$ cat src/rtl/ex_mem_stage.sv
// EX stage datapath and EX/MEM pipeline latch: ALU, branch target adder and
// destination mux feed a one-cycle register with stall/flush control.
module ex_mem_stage #(
  parameter int COUNT_W = 32
) (
  input  logic               clk,
  input  logic               rst_n,
  input  logic               stall,
  input  logic               flush,
  input  logic               in_valid,
  input  logic [1:0]         WB_in,
  input  logic [2:0]         M_in,
  input  logic [4:0]         EX_in,
  input  logic [31:0]        A,
  input  logic [31:0]        B,
  input  logic [31:0]        Extended,
  input  logic [31:0]        npc,
  input  logic [4:0]         rt,
  input  logic [4:0]         rd,
  output logic               out_valid,
  output logic [1:0]         WB_out,
  output logic [2:0]         M_out,
  output logic [31:0]        alu_result,
  output logic [31:0]        B_out,
  output logic [31:0]        branch_target,
  output logic               zero,
  output logic               overflow,
  output logic [4:0]         dest_reg,
  output logic [COUNT_W-1:0] ex_count
);

  // Handshake: in_valid qualifies the incoming bundle; there is no ready, the
  // upstream stage observes stall and must hold its bundle while it is high.
  logic        reg_dst;
  logic        alu_src;
  logic [2:0]  alu_op;
  logic [31:0] op2;
  logic [31:0] sum;
  logic [31:0] diff;
  logic        add_ovf;
  logic        sub_ovf;
  logic [31:0] slt_res;
  logic [31:0] res_next;
  logic        ovf_next;
  logic [31:0] bt_next;
  logic [4:0]  dest_next;

  assign reg_dst = EX_in[4];
  assign alu_src = EX_in[3];
  assign alu_op  = EX_in[2:0];
  assign op2     = alu_src ? Extended : B;
  assign sum     = A + op2;
  assign diff    = A - op2;
  assign add_ovf = (A[31] == op2[31]) && (sum[31] != A[31]);
  assign sub_ovf = (A[31] != op2[31]) && (diff[31] != A[31]);
  assign slt_res = {31'b0, ($signed(A) < $signed(op2))};

  always_comb begin
    res_next = '0;
    ovf_next = 1'b0;
    case (alu_op)
      3'b000: begin res_next = sum;  ovf_next = add_ovf; end
      3'b001: begin res_next = diff; ovf_next = sub_ovf; end
      3'b010: begin
        // R-type: funct field sits in the low bits of the sign-extended immediate
        case (Extended[5:0])
          6'b100000: begin res_next = sum;  ovf_next = add_ovf; end
          6'b100010: begin res_next = diff; ovf_next = sub_ovf; end
          6'b100100: res_next = A & op2;
          6'b100101: res_next = A | op2;
          6'b101010: res_next = slt_res;
          default:   res_next = '0;
        endcase
      end
      3'b011:  res_next = A & op2;
      3'b100:  res_next = A | op2;
      3'b101:  res_next = slt_res;
      default: res_next = '0;
    endcase
  end

  assign bt_next   = npc + {Extended[29:0], 2'b00};
  assign dest_next = reg_dst ? rd : rt;

  // Flush only kills control; data stays put so a flushed slot is inert.
  always_ff @(posedge clk or negedge rst_n) begin
    if (!rst_n) begin
      out_valid     <= 1'b0;
      WB_out        <= '0;
      M_out         <= '0;
      alu_result    <= '0;
      B_out         <= '0;
      branch_target <= '0;
      zero          <= 1'b0;
      overflow      <= 1'b0;
      dest_reg      <= '0;
      ex_count      <= '0;
    end else if (flush) begin
      out_valid <= 1'b0;
      WB_out    <= '0;
      M_out     <= '0;
    end else if (!stall) begin
      out_valid     <= in_valid;
      WB_out        <= in_valid ? WB_in : 2'b00;
      M_out         <= in_valid ? M_in : 3'b000;
      alu_result    <= res_next;
      B_out         <= B;
      branch_target <= bt_next;
      zero          <= (res_next == 32'd0);
      overflow      <= ovf_next;
      dest_reg      <= dest_next;
      if (in_valid) ex_count <= ex_count + COUNT_W'(1);
    end
  end

endmodule

$ cat config.mk
export PLATFORM = sky130hd
export DESIGN_NAME = ex_mem_stage
export DESIGN_NICKNAME = d
export VERILOG_FILES = /design/src/rtl/ex_mem_stage.sv
export SDC_FILE = /design/constraint.sdc
export NUM_CORES = 1
export LEC_CHECK = 0
export CORE_ASPECT_RATIO = 1.2
export CORE_MARGIN = 3
export CORE_UTILIZATION = 40
export DETAILED_ROUTE_END_ITERATION = 6
export GPL_TIMING_DRIVEN = 0
export PLACE_DENSITY = 0.66
export SLEW_MARGIN = 10
export SYNTH_ARGS = -nofsm -noshare
export SYNTH_HDL_FRONTEND = slang
export SYNTH_SLANG_ARGS = --single-unit
$ cat constraint.sdc
create_clock -name clk -period 5.03 [get_ports clk]
set_input_delay 1.509 -clock clk [delete_from_list [all_inputs] [get_ports clk]]
set_output_delay 1.509 -clock clk [all_outputs]
set_load 0.02 [all_outputs]
Word-level counts from Yosys, hierarchy flattened
Cells that the tools add are included.
Operators by class
  add/sub/neg operators: 4
  magnitude comparators: 1
  eq/ne operators: 15
  mux-type cells: 14
  bitwise gates (word level): 4
  reductions and logical operators: 6
Operators with widths (number)
  32-bit one-hot mux with 6 select lines: 1
  32-bit one-hot mux with 5 select lines: 1
  32-bit adder: 2
  32-bit by 1-bit adder with 32-bit output, second input constant: 1
  32-bit bitwise AND: 1
  32-bit zero test: 1
  32-bit < comparator: 1
  32-bit two-way mux: 1
  32-bit bitwise OR: 1
  32-bit subtractor: 1
  6-bit equality test, second input constant: 5
  3-bit two-way mux: 3
  3-bit by 2-bit equality test with 1-bit output, second input constant: 2
  3-bit equality test, second input constant: 2
  2-bit two-way mux: 3
  5-bit two-way mux: 1
  3-bit by 1-bit equality test with 1-bit output, second input constant: 1
  3-bit zero test: 1
  1-bit inequality test: 3
  1-bit one-hot mux with 3 select lines: 1
  3-bit AND reduction: 1
  1-bit logical AND: 2
  1-bit two-way mux: 2
  2-bit by 1-bit inequality test with 1-bit output, second input constant: 1
  other kinds (4): 5
Storage, ports and cells
  register bits: 141
  input bits: 153
  output and inout port bits: 141
  logic and storage cells: 54

Logic depth before layout (Yosys ltp)
  word-level depth: 6
  mapped depth: 19
  depth with buffers taken out: 17

Worst setup path before layout
Ideal clock, no wire load.
  path type: input port to flip-flop
  start: in EX_in[3]
  end: reg zero
  library setup time: 0.092 ns
  data arrival time: 5.759 ns
  data required time: 4.938 ns
  setup slack: -0.821 ns
  cell stages on the path: 17
  path buffers: 2
  path through: clkbuf_1 > buf_1 > mux2i_1 > inv_1 > ha_1 > fa_1 > or2_2 > a221oi_2 > o211a_1 > a221oi_4 > o31a_1 > nor4_2 > nor3_1 > a2111oi_0 > o21a_1 > nand4_1 > o31ai_2
On the way
  longest elaborated chain between the ends: 5
  elaborated cells between the ends (all ways): 9
  those cells by class: add/sub: 2; order compare: 1; mux: 3; bitwise: 2; reduce/logical: 1
Ends and longest elaborated chain
  start, declared: line 13  | input logic [4:0] EX_in,
  32-bit two-way mux (*): line 51  | assign op2 = alu_src ? Extended : B;
  32-bit subtractor (tied with other cells): line 53  | assign diff = A - op2;
  32-bit one-hot mux with 5 select lines: line 66  | case (Extended[5:0])
  32-bit one-hot mux with 6 select lines (*): line 61  | case (alu_op)
  32-bit zero test (*): line 109  | zero <= (res_next == 32'd0);
  end signal, assigned: line 109
  end, declared: line 26  | output logic zero,
Every way passes the cells marked *; elsewhere a longest branch is shown, timed or not.
A chain may end at the register's enable or synchronous reset.

Final worst setup path
Ends and elaborated chain as after synthesis.

==> flow_summary.json <==
{
  "status": "finished with violations",
  "violations": "setup timing",
  "drt.antenna.violating_nets": 0,
  "setup_ws_ns": -0.3665,
  "synth_cell_types": 77,
  "whs_path_depth": 2,
  "fmax_mhz": 185.3,
  "clock_path_buffers": 2,
  "cts_tree": "done",
  "grt_max_degree": 86,
  "worst_r2r_endpoint": "ex_count[31]$_DFFE_PN0P_",
  "fin_util_pct": 57.09,
  "p_int_mw": 2.999,
  "avgViaCountPerCell": 5.855,
  "cp.arrival_ns": 5.74,
  "hold_path_class": "flip-flop to flip-flop",
  "synth-seq-cells": 141,
  "areaGrowthSynthToFinish_pct": 40.63,
  "wl_um": 55070,
  "final.setup.tns_ns": -0.3665,
  "clk_pin_slew_ns": 0.06,
  "synth-edff-count": 0,
  "dr.pass1.iters": 6,
  "ioPinCount": 294,
  "clock_sinks": 141,
  "reg2reg_slack_ns": 2.43,
  "power_density_nw_per_um2": 274.0,
  "rr_startpoint": "ex_count[2]$_DFFE_PN0P_",
  "synth-main-ff-cell": "dfrtp_1",
  "hold_end": "alu_result[30]$_DFFE_PN0P_",
  "swShare_pct": 39.04,
  "gp_congestion": 0.9550,
  "setup_viol": 1,
  "drc_errors": 0,
  "yosys_warnings": 0,
  "cts-buffers-inserted": 17,
  "synth-xor-area-share_pct": 4.390,
  "power_frac_comb_pct": 43.0,
  "maxCapViolCount": 0,
  "fillCellCount": 2921,
  "finalHoldViolations": 0,
  "multiInputGateArea_sq_um": 9205,
  "crit_required_ns": 5.38,
  "rsz0062_at_grt": "yes",
  "initial_utilization_pct": 40.60,
  "hold_buffers": 0,
  "synthTopCellsByArea": "dfrtp_1, ha_1, nand2_1, a21oi_1, o21ai_0",
  "muxShareOfSynthArea_pct": 3.567,
  "synth_top_area_cell": "dfrtp_1",
  "period_needed_ns": 5.397,
  "grt_pass1_vias": 13730,
  "vdd_ir_drop_max_mv": 0.1835,
  "cts_root_buffer": "clkbuf_16",
  "path_max_fanout": 10,
  "clkPwrFrac_pct": 28.6,
  "antenna_found_initial": 5,
  "synth_cells": 1632,
  "overflow": 0,
  "dieWidth_um": 169.1,
  "syn_area_per_cell_sq_um": 7.823,
  "worst_pin_slew_ns": 1.143,
  "synth_adder_area_share_pct": 14.09,
  "finalCritPeriodShare_pct": 107.3,
  "synth_top_area_share_pct": 27.64,
  "placed_area_sq_um": 16270,
  "layout_commonest_cell": "nand2_1",
  "htreeDepth": 4,
  "vias": 14030,
  "nets": 2274,
  "seqPwrFrac_pct": 28.4,
  "synth_top_family_by_area": "compound AO/OA/AOI/OAI gates",
  "syn_area_sq_um": 12770,
  "dp_slack_ns": -1.493,
  "hold_start": "alu_result[30]$_DFFE_PN0P_",
  "slew_headroom_pct": 23.55,
  "fin_area_sq_um": 17950,
  "die_h_um": 201.7,
  "syn-num-nets": 1927,
  "dp_hpwl_um": 42290,
  "r2r_cells": 9,
  "die-area_sq_um": 34110,
  "clk_latency_ns": 0.44,
  "coreArea_sq_um": 31450,
  "port_buffers": 290,
  "maxSlewViolCount": 0,
  "cp-end-kind": "flip-flop",
  "grt_pass1_wl_um": 81430,
  "final_cell_mix": "nand2_1, clkdlybuf4s50_1, dfrtp_1, nor2_1, ha_1",
  "num_rows": 71,
  "netSwitchingPower_mw": 1.921,
  "critPathLaunchType": "input port",
  "synth-compound-area-share_pct": 24.67,
  "path_class": "input port to flip-flop",
  "grt_usage_pct": 31.10,
  "seqCellArea_sq_um": 3528,
  "synthArstFlopShare_pct": 100.0,
  "p_leak_nw": 7.975,
  "synth_simple_gate_area_share_pct": 19.68,
  "skew_ns": 0.006296,
  "whs_ns": 0.4764,
  "ys_seq_area_share_pct": 27.64,
  "wl_per_cell_um": 22.97,
  "initialDrtViolationCount": 1382,
  "drive_gt1_share_pct": 10.74
}
-- per-layer routing --
layer	wire (um)	vias up	GRT usage, %	share of wire [%]
met1	21660	6730	37.04	39
met4	2453	2	14.67	4.5
met3	4064	132	5.522	7.4
li1	-	6485	-	-
met5	13	-	0	0.024
met2	26880	685	54.14	49
-- logic make-up (layout without fill, tap and decap cells) --
logic type | count (synthesis) | in the layout
simple gates | 573 | 573
other cells | 0 | 4
flops | 141 | 141
compound gates | 465 | 465
mux | 45 | 45
fa+ha+maj | 142 | 142
xor+xnor | 64 | 64
buf+inv | 202 | 562
-- synthesized netlist by cell type, types with 13 or more instances --
cell type  number
a21o_1         24
nor3_1         20
o221ai_1       19
clkbuf_1       72
a221oi_1       18
o21bai_1       19
xor2_1         25
dfrtp_1       141
nor4_1         13
ha_1          139
nand3_1        35
a21oi_1       112
mux2i_1        41
o21ai_0       110
nor2_1        142
nand2_1       274
xnor2_1        39
nand4_1        18
a211oi_1       14
nor2b_1        14
buf_1          13
inv_1         114
o31ai_1        15
nand2b_1       14
-- worst max path at each step --
stage / startpoint / to / depth (start not counted)
after detailed placement: Extended[5] / zero$_DFFE_PN0P_ / 16
after CTS: EX_in[3] / zero$_DFFE_PN0P_ / 16
after floorplan: EX_in[3] / zero$_DFFE_PN0P_ / 18
after global routing: EX_in[3] / zero$_DFFE_PN0P_ / 17
after global placement: rst_n / alu_result[8]$_DFFE_PN0P_ / 1
final: EX_in[3] / zero$_DFFE_PN0P_ / 17
-- timing repair --
| item | in CTS | in global routing |
|---|---|---|
| setup buffers | 37 | 7 |
| pin swaps | 29 | 14 |
| endpoints found under the setup margin | 20 | 13 |
| gates resized for setup | 127 | 53 |
| hold endpoints to repair | 0 | 0 |
-- critical path, cell delays in order --
cell and delay [ns]:
clkbuf_16 0.13, buf_12 0.15, mux2i_4 0.40, ha_4 0.18, buf_6 0.14, nor2b_1 0.06, or3_1 0.35, o211a_4 0.27
a221oi_4 0.41, o21ai_2 0.13, a221o_1 0.37, a211o_1 0.31, a32oi_2 0.25, nand4_1 0.21, a2111oi_4 0.47, nand4_1 0.17
o31ai_2 0.19
-- layout make-up --
class | count | area share, %
timing repair buffer | 335 | 18.12
clock buffer | 19 | 2.467
tap | 401 | 2.794
inverter | 114 | 2.383
antenna | 4 | 0.05575
sequential | 141 | 19.65
buffer | 81 | 2.279
clock inverter | 13 | 0.9826
multi-input combinational | 1289 | 51.27
-- stage by stage --
stage / total power, mW / std cells
3_3_place_gp: 3.300 / 2323
2_1_floorplan: 2.465 / 1632
6_report: 4.919 / 2397
5_1_grt: 5.134 / 2397
4_1_cts: 4.847 / 2391
3_5_place_dp: 3.319 / 2324
-- power by group through the flow --
stage	Clock [mW]	Combinational (mW)	Sequential, mW
6_report	1.41	2.12	1.40
5_1_grt	1.46	2.26	1.42
4_1_cts	1.41	2.04	1.40
3_5_place_dp	0	1.90	1.42
3_3_place_gp	0	1.89	1.41
2_1_floorplan	0	0.864	1.60
Note: power is estimated with default switching activity, not from simulation.
